===== config.mk =====
export PLATFORM = sky130hd
export DESIGN_NAME = stack_ctrl
export DESIGN_NICKNAME = d
export VERILOG_FILES = /design/src/rtl/stack_ctrl.sv
export SDC_FILE = /design/constraint.sdc
export NUM_CORES = 1
export LEC_CHECK = 0
export CORE_MARGIN = 8
export CORE_UTILIZATION = 35
export CTS_CLUSTER_DIAMETER = 120
export DETAILED_ROUTE_END_ITERATION = 12
export MAX_ROUTING_LAYER = met4
export PLACE_DENSITY = 0.63
export SYNTH_ARGS = -nofsm -noshare
export SYNTH_HDL_FRONTEND = slang
export SYNTH_SLANG_ARGS = --single-unit

===== constraint.sdc =====
create_clock -name Clk_i -period 3.05 [get_ports Clk_i]
set_clock_uncertainty 0.05 [all_clocks]
set_input_delay 0.61 -clock Clk_i [delete_from_list [all_inputs] [get_ports Clk_i]]
set_output_delay 0.61 -clock Clk_i [all_outputs]
set_load 0.02 [all_outputs]

===== src/rtl/stack_ctrl.sv =====
// Push-down stack controller driving a one-hot word array.
// Optional feature macro: STACK_PEEK_EN adds a Peek_i request that reads the
// top of stack without popping it.
module stack_ctrl #(
   parameter int unsigned BUSWIDTH = 8,
   parameter int unsigned DEPTH    = 8,
   parameter int unsigned AWIDTH   = 3
) (
   input  logic                Clk_i,
   input  logic                RstN_i,
   input  logic                Push_i,
   input  logic                Pop_i,
`ifdef STACK_PEEK_EN
   input  logic                Peek_i,
`endif
   input  logic [BUSWIDTH-1:0] data_i,
   input  logic [BUSWIDTH-1:0] RData_i,
   output logic [DEPTH-1:0]    RowSel_o,
   output logic                WEn_o,
   output logic [BUSWIDTH-1:0] WData_o,
   output logic [BUSWIDTH-1:0] data_o,
   output logic                Valid_o,
   output logic                Full_o,
   output logic                Empty_o,
   output logic                Busy_o,
   output logic                Err_o
);

   localparam int unsigned SPW = AWIDTH + 1;
   localparam logic [DEPTH-1:0] ROW_ONE  = DEPTH'(1);
   localparam logic [SPW-1:0]   SP_DEPTH = SPW'(DEPTH);
   localparam logic [SPW-1:0]   SP_ONE   = SPW'(1);

   typedef enum logic [1:0] {
      S_IDLE  = 2'd0,
      S_WRITE = 2'd1,
      S_READ  = 2'd2
   } state_t;

   state_t                state_q, state_d;
   logic [SPW-1:0]        sp_q, sp_d;
   logic                  peek_q, peek_d;
   logic                  peek_req;
   logic [DEPTH-1:0]      row_d;
   logic                  wen_d;
   logic [BUSWIDTH-1:0]   wdata_d;
   logic [BUSWIDTH-1:0]   dout_d;
   logic                  valid_d;
   logic                  err_d;

`ifdef STACK_PEEK_EN
   assign peek_req = Peek_i;
`else
   assign peek_req = 1'b0;
`endif

   // State, stack pointer and peek marker registers
   always_ff @(posedge Clk_i or negedge RstN_i) begin
      if (!RstN_i) begin
         state_q <= S_IDLE;
         sp_q    <= '0;
         peek_q  <= 1'b0;
      end else begin
         state_q <= state_d;
         sp_q    <= sp_d;
         peek_q  <= peek_d;
      end
   end

   // Request arbitration, next state and next output values
   always_comb begin
      state_d = state_q;
      sp_d    = sp_q;
      peek_d  = peek_q;
      row_d   = '0;
      wen_d   = 1'b0;
      wdata_d = WData_o;
      dout_d  = data_o;
      valid_d = 1'b0;
      err_d   = 1'b0;
      unique case (state_q)
         S_IDLE: begin
            if ((Push_i && Pop_i) || (peek_req && (Push_i || Pop_i))) begin
               err_d = 1'b1;
            end else if (Push_i && Full_o) begin
               err_d = 1'b1;
            end else if (Pop_i && Empty_o) begin
               err_d = 1'b1;
            end else if (peek_req && Empty_o) begin
               err_d = 1'b1;
            end else if (Push_i) begin
               wdata_d = data_i;
               row_d   = ROW_ONE << sp_q;
               wen_d   = 1'b1;
               state_d = S_WRITE;
            end else if (Pop_i || peek_req) begin
               row_d   = ROW_ONE << SPW'(sp_q - SP_ONE);
               peek_d  = peek_req;
               state_d = S_READ;
            end
         end
         S_WRITE: begin
            sp_d    = SPW'(sp_q + SP_ONE);
            state_d = S_IDLE;
         end
         S_READ: begin
            dout_d  = RData_i;
            valid_d = 1'b1;
            if (!peek_q) begin
               sp_d = SPW'(sp_q - SP_ONE);
            end
            peek_d  = 1'b0;
            state_d = S_IDLE;
         end
         default: begin
            state_d = S_IDLE;
         end
      endcase
   end

   // Registered outputs; flags follow the next stack pointer value
   always_ff @(posedge Clk_i or negedge RstN_i) begin
      if (!RstN_i) begin
         RowSel_o <= '0;
         WEn_o    <= 1'b0;
         WData_o  <= '0;
         data_o   <= '0;
         Valid_o  <= 1'b0;
         Full_o   <= 1'b0;
         Empty_o  <= 1'b1;
         Busy_o   <= 1'b0;
         Err_o    <= 1'b0;
      end else begin
         RowSel_o <= row_d;
         WEn_o    <= wen_d;
         WData_o  <= wdata_d;
         data_o   <= dout_d;
         Valid_o  <= valid_d;
         Full_o   <= (sp_d == SP_DEPTH);
         Empty_o  <= (sp_d == '0);
         Busy_o   <= (state_d != S_IDLE);
         Err_o    <= err_d;
      end
   end

endmodule

### After elaboration in Yosys (flattened, before gate mapping)

Index checks and enable logic that the tools add are counted.

| cells by class | value |
|---|---|
| add/sub/neg operators | 2 |
| eq/ne operators | 8 |
| shifts and indexed selects | 2 |
| mux-type cells | 30 |
| bitwise operators | 3 |
| reduce and logical (&&, ||, !) cells | 9 |

Operators by type and width:

| cell | number |
|---|---|
| 8-bit 2-to-1 mux | 6 |
| 1-bit by 4-bit << shifter with 8-bit output, first input constant | 2 |
| 1-bit 2-to-1 mux | 15 |
| 2-bit 2-to-1 mux | 6 |
| 2-bit != test, second input constant | 5 |
| 4-bit case mux with 2 select lines | 1 |
| 6-bit AND reduction | 1 |
| 5-bit AND reduction | 1 |
| 4-bit by 1-bit adder with 4-bit output, second input constant | 1 |
| 4-bit equality test, second input constant | 1 |
| 4-bit logical NOT | 1 |
| 4-bit 2-to-1 mux | 1 |
| 2-bit nonzero test | 2 |
| 4-bit by 1-bit subtractor with 4-bit output, second input constant | 1 |
| 1-bit logical AND | 3 |
| 1-bit inverter | 3 |
| 2-bit by 1-bit equality test with 1-bit output, second input constant | 1 |
| 2-bit equality test, second input constant | 1 |
| 2-bit logical NOT | 1 |
| 1-bit case mux with 2 select lines | 1 |

| word-level totals | value |
|---|---|
| bits in registers | 37 |
| input bits | 20 |
| output and inout port bits | 30 |
| word-level logic and storage cells | 66 |

### Logic depth before layout (Yosys ltp)

| depth | value |
|---|---|
| depth in word-level cells | 8 |
| mapped depth | 7 |
| mapped depth without buffers | 6 |

### Worst setup path after synthesis

Ideal clock, no wire load.

| timing path | value |
|---|---|
| kind | reg2reg |
| from | register state_q[0] |
| to | register Full_o |
| setup time | 0.119 ns |
| arrival time | 1.700 ns |
| data required time | 2.881 ns |
| slack | 1.180 ns |
| stages on the path, launching flop included | 7 |
| buffers on the path | 0 |
| clock period less this slack | 1.870 ns |
| cells stage by stage | dfrtp_1 > inv_1 > ha_1 > and2b_1 > mux2_4 > a221o_1 > nor2b_1 |

| on the way | value |
|---|---|
| longest elaborated chain between the ends | 3 |
| elaborated cells on any way between the ends | 4 |
| classes of those cells | eq/ne: 3; mux: 1 |

Ends and longest elaborated chain:

| element | line | source |
|---|---|---|
| start, declared | 40 | `state_t state_q, state_d;` |
| start signal, assigned | 64 | `state_q <= state_d;` |
| 2-bit equality test or 2-bit by 1-bit equality test with 1-bit output (tied branches) | 81 | `unique case (state_q)` |
| 4-bit case mux with 2 select lines (*) | 81 |  |
| named net sp_d[3] | 41 | `logic [SPW-1:0] sp_q, sp_d;` |
| 4-bit equality test (*) | 139 | `Full_o <= (sp_d == SP_DEPTH);` |
| end signal, assigned | 139 |  |
| end, declared | 23 | `output logic Full_o,` |

The timed path passes the listed nets; every way through them passes the cells marked *.
A chain may end at the register's enable or synchronous reset.

### Final worst setup path

| timing path | value |
|---|---|
| from | register Empty_o |
| to | output port Empty_o |

RTL lines:

| element | line | source |
|---|---|---|
| start, declared | 24 | `output logic Empty_o,` |
| start signal, assigned | 140 | `Empty_o <= (sp_d == '0);` |

No word-level cell between the ends.

==> results.cfg <==
[power]
powerDensity_mw_per_mm2 = 1020
p_leak_nw = 1.01
peakVddDrop_v = 0.000345

[timing]
finalMaxSlewViolations = 0
relSlewSlack_pct = 55.6
setup_ws_ns = 0.904
timing.fmax_ghz = 0.466
fin_crit_ns = 2.15
setup_viol = 0
hold_slack_ns = 0.456
hold_viol = 0
fin_tns_setup_ns = 0
tightestPinTransition_ns = 0.667
rsz0062_at_grt = false
fin_crit_sh_pct = 70.4

[yosys]
synth_area_leaders = dfrtp_1, mux2_2, ha_1, nand2_1, o21ai_0
synth-seq-area-share_pct = 52.6
ys_seq_elements = 36
synth_area_sq_mm = 0.00172
yosysWarnings = 0
syn_inst = 146
synth_top_area_share_pct = 51.0
synth_area_leader_cell = dfrtp_1
synth_cell_types = 39
syn_area_per_cell_sq_um = 11.8
syn_nets = 177

[detailed_routing]
dr_total_vias = 1305
antenna_left = 0
drt-vias-per-instance = 4.87
wl_per_cell_microns = 14.8
firstDrtPassIters = 4
drtIter0Drc = 65
drc = 0
wirelength_microns = 3950

[critical_path]
path_buf_inv = 1
arrival_ns = 1.49
crit_type = flop to primary output
crit_chain = clkdlybuf4s50_1
endpoint_kind = primary output
worstPathMaxFanout = 5
cpMaxStageDelayCell = clkdlybuf4s50_1
max_stage_delay_ns = 0.63
rr_worst_depth = 6
cp_top_family = buffers and inverters
start_kind = flop
cp_num_cells = 1
critical_path_required_ns = 2.39

[floorplan]
initial_core_util_pct = 36.3
io-pin-count = 50
core-area_sq_mm = 0.00472
die_w_microns = 86.0
dieArea_sq_mm = 0.00740
die_h_microns = 86.0
fp-row-count = 25

[placement]
io_buffers = 49
pre_cts_ws_ns = 0.678
hpwlAfterDp_microns = 3020
routabilityCongestion = 0.792

[clock_tree]
cts_setup_buffers = 0
ctsHoldBuffers = 0
cts_tree = yes
cts_htree_levels = 2
cts_buffer_depth = 2
clockRootBuffer = clkbuf_8
cts_sinks = 36
path_clk_slew_ns = 0.08
cts_resized = 0
clk_latency_ns = 0.28
cts_buffers = 5

[layout]
num-nets-final = 231
syn_to_final_growth_pct = 38.8
fill_cells = 438
diodes = 0
drive_gt1_share_pct = 13.9

[hold_path]
worstHoldPathType = flop to flop
holdPathStages = 1

[grt]
track_usage_pct = 11.7
antenna_found_initial = 0
met3_usage_pct = 3.25
met2_usage_pct = 18.5
globalRoute.totalOverflow = 0
grt_max_degree = 37
busiest_layer = met2
grt_pass1_vias = 1344
grt_pass1_wl_microns = 6620
met1_usage_pct = 13.5

[status]
status = finished clean

[flow_run]
drv_cap = 0
==> layout make-up <==
| type | count | area (sq um) | share of cell area [%] |
|---|---|---|---|
| clock buffers | 7 | 86.3 | 3.62 |
| well taps | 67 | 83.8 | 3.52 |
| clock inverters | 1 | 7.51 | 0.315 |
| repair buffers | 51 | 505 | 21.2 |
| multi-input cells | 97 | 763 | 32.0 |
| inverters | 9 | 33.8 | 1.42 |
| flip-flops and latches | 36 | 902 | 37.9 |
==> routing by layer <==
layer / wire length [microns] / part of all wire [%] / vias to the layer above
met3: 250 / 6.3 / 6
met2: 1880 / 48 / 44
met1: 1760 / 45 / 630
li1: - / - / 625
met4: 59 / 1.5 / 0
met5: 0 / 0 / -
==> synth_stat cells <==
master,number
ha_1,11
nand2_1,10
nand4b_1,2
mux2i_1,1
o21a_1,2
and2b_1,2
clkbuf_1,2
nand3_2,1
o21ai_0,7
nor2b_1,2
o22ai_1,5
o31ai_1,3
nor3b_1,1
or2b_1,1
and2_1,1
o221ai_1,1
nand4_1,1
and3_1,3
o211ai_1,1
or4_1,1
o2bb2ai_1,3
mux2_2,16
buf_2,2
a221o_1,1
nand3_1,2
mux2_4,1
and4b_1,1
a21boi_0,1
xnor2_1,1
dfstp_2,1
dfrtp_1,35
nand3b_1,1
nor2_1,3
a31oi_1,1
nor3_1,2
a21oi_1,5
xor2_1,1
inv_1,9
nand2b_1,2
==> flip-flops by register name, summed over array words and instances (netlist names) <==
register  flops
Err_o         1
data_o        8
state_q       2
RowSel_o      8
Full_o        1
sp_q          4
Valid_o       1
WData_o       8
Empty_o       1
WEn_o         1
Busy_o        1
==> cells by family after synthesis <==
family	Yosys count	share of synthesized area, %
AND/OR/NAND/NOR	36	12.1
flip-flops	36	52.6
AO/OA/AOI/OAI	30	11.4
multiplexers	18	12.0
buffers and inverters	13	2.99
adder cells (fa/ha/maj)	11	8.02
XOR/XNOR	2	1.02
==> power breakdown <==
part           internal, mW  switching, mW
Combinational         0.616          0.650
Clock                 0.183          0.166
Sequential            0.675          0.135
==> metrics by stage <==
| stage | util [%] | instance area, sq um | std cells | total power [mW] |
|---|---|---|---|---|
| 2_1_floorplan | - | 1720 | 146 | 1.58 |
| 3_3_place_gp | 48.5 | 2290 | 260 | 2.07 |
| 3_5_place_dp | 48.5 | 2290 | 260 | 2.10 |
| 4_1_cts | 50.4 | 2380 | 268 | 2.46 |
| 5_1_grt | 50.4 | 2380 | 268 | 2.62 |
| 6_report | 50.4 | 2380 | 268 | 2.42 |
==> layout by cell type (no fill, tap or decap), types with 3 or more instances in the layout <==
cell	n
clkdlybuf4s50_1	49
dfrtp_1	35
mux2_2	16
ha_1	11
nand2_1	10
inv_1	9
o21ai_0	7
clkbuf_8	6
a21oi_1	5
o22ai_1	5
nor2_1	3
and3_1	3
o31ai_1	3
o2bb2ai_1	3
==> worst paths after layout <==
path                            start           to  slack, ns
setup / recovery              Empty_o      Empty_o       0.90
hold / removal              data_o[5]    data_o[5]       0.46
setup reg to reg           state_q[0]       Full_o       1.02
hold reg to reg             data_o[5]    data_o[5]       0.46
max in group asynchronous      RstN_i      Empty_o       1.91
min in group asynchronous      RstN_i  RowSel_o[3]       0.69
Note: power is estimated with default switching activity, not from simulation.
